**src/rtl/avg_pkg.sv**
```systemverilog
// avg_pkg: shared constants, FSM state type and clog2 helper for the averaging arbiter.
package avg_pkg;

    localparam int AVG_PIPE_LAT  = 4;
    localparam int AVG_SUM_EXTRA = 4;

    typedef enum logic {IDLE, GRANT} state_e;

    // Never returns 0 so single-entry indices still get a 1-bit field.
    function automatic int clog2(input int v);
        int r = 1;
        while ((1 << r) < v) r++;
        return r;
    endfunction

endpackage

```
**src/rtl/avg_rr_pick.sv**
```systemverilog
// avg_rr_pick: combinational round-robin search for the first set request at or after ptr, with wrap.
module avg_rr_pick #(
    parameter int N = 4,
    parameter int W = 2
) (
    input  logic [N-1:0] req,
    input  logic [W-1:0] ptr,
    output logic [W-1:0] idx,
    output logic         any
);

    localparam logic [W:0] NW = N;

    logic [2*N-1:0] dbl;
    logic [W-1:0]   off;
    logic [W:0]     sum;

    // Rotating a doubled copy puts the request at ptr in bit 0.
    assign dbl = {req, req} >> ptr;
    assign any = |req;

    always_comb begin
        off = '0;
        for (int k = N - 1; k >= 0; k--) if (dbl[k]) off = W'(k);
    end

    assign sum = {1'b0, ptr} + {1'b0, off};
    assign idx = (sum >= NW) ? W'(sum - NW) : sum[W-1:0];

endmodule

```
**src/rtl/avg_op_arbiter.sv**
```systemverilog
// avg_op_arbiter: round-robin, burst-limited sharing of one averaging datapath with tag-routed results.
// Optional AVG_ARB_STATS_EN adds per-channel saturating accepted-beat counters.
module avg_op_arbiter
    import avg_pkg::*;
#(
    parameter int  NUM_CH      = 4,
    parameter int  PIXEL_WIDTH = 8,
    parameter int  SUM_WIDTH   = PIXEL_WIDTH + AVG_SUM_EXTRA,
    parameter int  MAX_BURST   = 16,
    parameter int  PIPE_LAT    = AVG_PIPE_LAT,
    localparam int CH_W        = clog2(NUM_CH),
    localparam int BC_W        = clog2(MAX_BURST + 1)
) (
    input  logic                        clk,
    input  logic                        arstn,
    input  logic                        enable,
    input  logic [NUM_CH-1:0]           req_valid,
    output logic [NUM_CH-1:0]           req_ready,
    input  logic [NUM_CH*SUM_WIDTH-1:0] req_data,
    output logic                        op_din_valid,
    output logic [SUM_WIDTH-1:0]        op_din_data,
    input  logic                        op_dout_valid,
    input  logic [PIXEL_WIDTH-1:0]      op_dout_data,
    output logic [NUM_CH-1:0]           res_valid,
    output logic [PIXEL_WIDTH-1:0]      res_data,
    output logic [CH_W-1:0]             res_ch,
`ifdef AVG_ARB_STATS_EN
    input  logic                        stat_clr,
    output logic [NUM_CH*16-1:0]        stat_cnt,
`endif
    output logic                        busy,
    output logic                        tag_err
);

    state_e                          state_q, state_d;
    logic [CH_W-1:0]                 grant_q, grant_d, ptr_q, ptr_d, pick_idx;
    logic [BC_W-1:0]                 burst_q, burst_d;
    logic [SUM_WIDTH-1:0]            din_q, gdata;
    logic [PIPE_LAT-1:0]             tv_q;
    logic [PIPE_LAT-1:0][CH_W-1:0]   tc_q;
    logic                            err_q, pick_any, accept, leave, hit;

    avg_rr_pick #(.N(NUM_CH), .W(CH_W)) u_pick (
        .req (req_valid),
        .ptr (ptr_q),
        .idx (pick_idx),
        .any (pick_any)
    );

    assign gdata = req_data[int'(grant_q)*SUM_WIDTH +: SUM_WIDTH];

    always_comb begin
        state_d   = state_q;
        grant_d   = grant_q;
        ptr_d     = ptr_q;
        burst_d   = burst_q;
        req_ready = '0;
        accept    = 1'b0;
        leave     = 1'b0;
        if (state_q == IDLE) begin
            if (enable && pick_any) begin
                grant_d = pick_idx;
                burst_d = '0;
                state_d = GRANT;
            end
        end else begin
            req_ready[grant_q] = enable;
            accept = enable & req_valid[grant_q];
            leave  = !req_valid[grant_q] || !enable || (accept && burst_q == BC_W'(MAX_BURST - 1));
            burst_d = accept ? burst_q + 1'b1 : burst_q;
            if (leave) begin
                state_d = IDLE;
                ptr_d   = (grant_q == CH_W'(NUM_CH - 1)) ? '0 : grant_q + 1'b1;
            end
        end
    end

    assign op_din_valid = accept;
    assign op_din_data  = accept ? gdata : din_q;

    // A result is only routed when the datapath and the tag pipe agree it exists.
    assign hit       = op_dout_valid & tv_q[PIPE_LAT-1];
    assign res_valid = hit ? (NUM_CH'(1) << tc_q[PIPE_LAT-1]) : '0;
    assign res_data  = hit ? op_dout_data : '0;
    assign res_ch    = hit ? tc_q[PIPE_LAT-1] : '0;
    assign busy      = (state_q == GRANT) | (|tv_q);
    assign tag_err   = err_q;

    always_ff @(posedge clk or negedge arstn) begin
        if (!arstn) begin
            state_q <= IDLE;
            grant_q <= '0;
            ptr_q   <= '0;
            burst_q <= '0;
            din_q   <= '0;
            tv_q    <= '0;
            tc_q    <= '0;
            err_q   <= 1'b0;
        end else begin
            state_q <= state_d;
            grant_q <= grant_d;
            ptr_q   <= ptr_d;
            burst_q <= burst_d;
            din_q   <= op_din_data;
            tv_q[0] <= accept;
            tc_q[0] <= grant_q;
            for (int i = 1; i < PIPE_LAT; i++) begin
                tv_q[i] <= tv_q[i-1];
                tc_q[i] <= tc_q[i-1];
            end
            err_q <= err_q | (op_dout_valid ^ tv_q[PIPE_LAT-1]);
        end
    end

`ifdef AVG_ARB_STATS_EN
    logic [NUM_CH-1:0][15:0] st_q;

    always_ff @(posedge clk or negedge arstn) begin
        if (!arstn) begin
            st_q <= '0;
        end else begin
            for (int i = 0; i < NUM_CH; i++)
                if (stat_clr) st_q[i] <= '0;
                else if (accept && grant_q == CH_W'(i) && st_q[i] != 16'hFFFF) st_q[i] <= st_q[i] + 1'b1;
        end
    end

    assign stat_cnt = st_q;
`endif

endmodule

```
**config.mk**
```make
export PLATFORM = sky130hd
export DESIGN_NAME = avg_op_arbiter
export DESIGN_NICKNAME = d
export VERILOG_FILES = /design/src/rtl/avg_pkg.sv /design/src/rtl/avg_rr_pick.sv /design/src/rtl/avg_op_arbiter.sv
export SDC_FILE = /design/constraint.sdc
export NUM_CORES = 1
export LEC_CHECK = 0
export ABC_AREA = 1
export ABC_CLOCK_PERIOD_IN_PS = 1600
export CAP_MARGIN = 40
export CORE_MARGIN = 3
export CORE_UTILIZATION = 37
export DETAILED_ROUTE_END_ITERATION = 10
export GPL_TIMING_DRIVEN = 0
export PLACE_DENSITY_LB_ADDON = 0.15
export SYNTH_ARGS = -nofsm -noshare
export SYNTH_HDL_FRONTEND = slang
export SYNTH_HIERARCHICAL = 1
export SYNTH_SLANG_ARGS = --single-unit
```
**constraint.sdc**
```tcl
create_clock -name clk -period 1.6 [get_ports clk]
set_input_delay 0.32 -clock clk [delete_from_list [all_inputs] [get_ports clk]]
set_output_delay 0.32 -clock clk [all_outputs]
set_load 0.01 [all_outputs]
```
==> metrics <==
CP max FO=10; Synth cell types=21; area grow syn2layout=89.7%; die span in y=approximately 81 um; syn_nets=364; Die W=a little over 80 um; Final nets=508; RePlAce Congestion=slightly below 0.8; Max Buffers Root-to-Sink=2; Worst setup EP type=primary output; Hold WC Path Type=primary input to asynchronous set/reset pin; Clock Sinks=35; root buf cell=clkbuf_8; Final Cycle Share=129%; Max Cap Viol=0; Worst Tran Pin Value=roughly 0.8 ns; Setup Skew=approximately 0.0055 ns; number of setup violations in the final report=29; hold buffer count at cts=0; DRT iter0 DRCs=between 100 and 150; LEAKAGE=between 1.5 and 2 nW; setup slack after layout=-0.469 ns; largest net degree at the start of global routing=36; grt ovf=0; WL final=approximately 7500 um; Setup TNS=-6.81 ns; pwr/cell area=1610 mW/mm^2; crit path launch type=register; Post-DRT Antenna Nets=0; initial core utilization=39.2%; Tot Pwr=6.33 mW; Hold Fails Final Rpt=0; register bit total from synthesis=35; clk_lat worst skew=roughly 0.29 ns; synthesized cell area=a little over 0.002 mm^2; antenna violations before repair=0; vias in the first global route=about 2400; Finished Layout Cells=approximately 510; IO Port Bufs=96; Worst EP arrival=1.75 ns; Core Rows=26; vias=between 2000 and 2500; CTS tree=yes; critical path class=register to primary output; status=complete, but fails checks; HPWL reported at the end of detailed placement=approximately 4400 um; part of the Yosys area used for sequential elements=a little over two fifths; violated checks=negative setup slack; hold_ws=0.107 ns; Via density=just under 5; required time of the critical path=1.28 ns; post-DR wirelength/cell=14.9 um; fin. max-slew vios=0; post-layout utilization of the core=74.4%; H-tree depth=2; Mapped Cells=~290; Top Ports=just under 100; Mean Syn Cell Area=7.08 um^2; fmax=slightly below 500 MHz; Clk pin slew, worst setup/hold paths=around 0.080 ns; worst vdd ir=about 1.1 mV; synth warn=6; final worst path period need=approximately 2.1 ns; ratio of cells with drive above 1 in the final layout=about two fifths; first-pass GRT wire length=approximately 11000 um; commonest non-fill, non-tap cell in the layout=clkdlybuf4s50_1; Antenna diodes=0; RSZ-0062 raised after global routing=true; CTS Buf Count=5; Placed Cells=~460; Residual DRC=0; Overall Global Routing Usage=between 20% and 30%; die area=between 0.006 and 0.007 mm^2; most frequent cells in the layout=clkdlybuf4s50_1, nor2_1, nand2_1, buf_4, dfrtp_1; DR pass1 iterations=4; Worst slew margin=between 40% and 50%; Core Region=around 0.0053 mm^2
-- sequential cells by signal, indices dropped and copies added, names as in the netlist --
register / flops
ptr_q: 2
burst_q: 5
tc_q: 8
tag_err: 1
grant_q: 2
state_q: 1
din_q: 12
tv_q: 4
-- logic make-up after synthesis --
logic type	after synthesis	synth area share (%)
and+or+nand+nor	165	32.6
buffers and inverters	42	9.56
AOI/OAI and AO/OA	40	9.80
DFF	35	42.3
adders and majority gates	8	4.84
xor gates and xnor gates	2	0.847
-- final timing paths --
path | from | end | slack [ns] | depth (start not counted)
worst max-delay path | grant_q[0]$_DFFE_PN0P_ | op_din_data[5] | -0.47 | 7
worst max register to register | ptr_q[0]$_DFFE_PN0P_ | grant_q[1]$_DFFE_PN0P_ | -0.19 | 13
min in group clk | tc_q[5]$_DFF_PN0_ | tc_q[7]$_DFF_PN0_ | 0.35 | 0
worst min register to register | tc_q[5]$_DFF_PN0_ | tc_q[7]$_DFF_PN0_ | 0.35 | 0
max in group asynchronous | arstn | grant_q[1]$_DFFE_PN0P_ | 0.94 | 1
worst min-delay path | arstn | din_q[9]$_DFF_PN0_ | 0.11 | 1
-- metrics by stage --
| step | cell area [um^2] | setup WS, ns |
|---|---|---|
| 2_1_floorplan | 2070 | -0.0312 |
| 3_3_place_gp | 3120 | -0.940 |
| 3_5_place_dp | 3110 | -0.942 |
| 4_1_cts | 3570 | -0.387 |
| 5_1_grt | 3920 | -0.564 |
| 6_report | 3920 | -0.469 |
-- power by group --
group	switching (mW)	internal [mW]	leakage, nW
Clock	0.345	0.464	0.0581
Combinational	2.02	2.00	1.50
Sequential	0.269	1.23	0.431
-- layout make-up --
class,count,area (um^2)
Clock buffer,5,68.8
Sequential cell,35,880
Inverter,30,128
Timing Repair Buffer,137,1280
Fill cell,389,1350
Clock inverter,3,43.8
Multi-Input combinational cell,215,1300
Tap cell,70,87.6
Buffer,12,136
-- layer usage --
layer,wire (um),up-vias,global-route usage (%)
li1,-,1199,-
met1,2850,1176,25.4
met2,3980,102,41.2
met3,525,18,4.10
met4,184,0,8.61
met5,0,-,0
-- cell usage after synthesis, drive strengths merged --
cell type	count	area (um^2)
ha	8	100
buf	10	75.1
clkbuf	2	7.51
nor4	1	6.26
a21oi	2	10.0
inv	30	115
nand2	88	333
o21ai	37	185
or2	1	6.26
xor2	2	17.5
nand3	23	130
nor2	51	191
a21boi	1	7.51
dfrtp	35	876
or4	1	7.51
-- worst max-delay path, stage by stage, from the launching register on --
cell and delay, ns:
dfrtp_1 0.38, buf_6 0.16, clkbuf_4 0.21, o21ai_0 0.10, o21ai_0 0.22, nand2_1 0.16
nand2_4 0.11, buf_6 0.11
-- what timing repair did --
item | in CTS | in global routing
hold endpoints to repair | 0 | 0
pin swaps | 10 | 25
resized for setup | 198 | 82
endpoints found under the setup margin | 40 | 37
cloned | 2 | 1
buffers inserted | 26 | 14
Power figures use the tool's default switching activity.
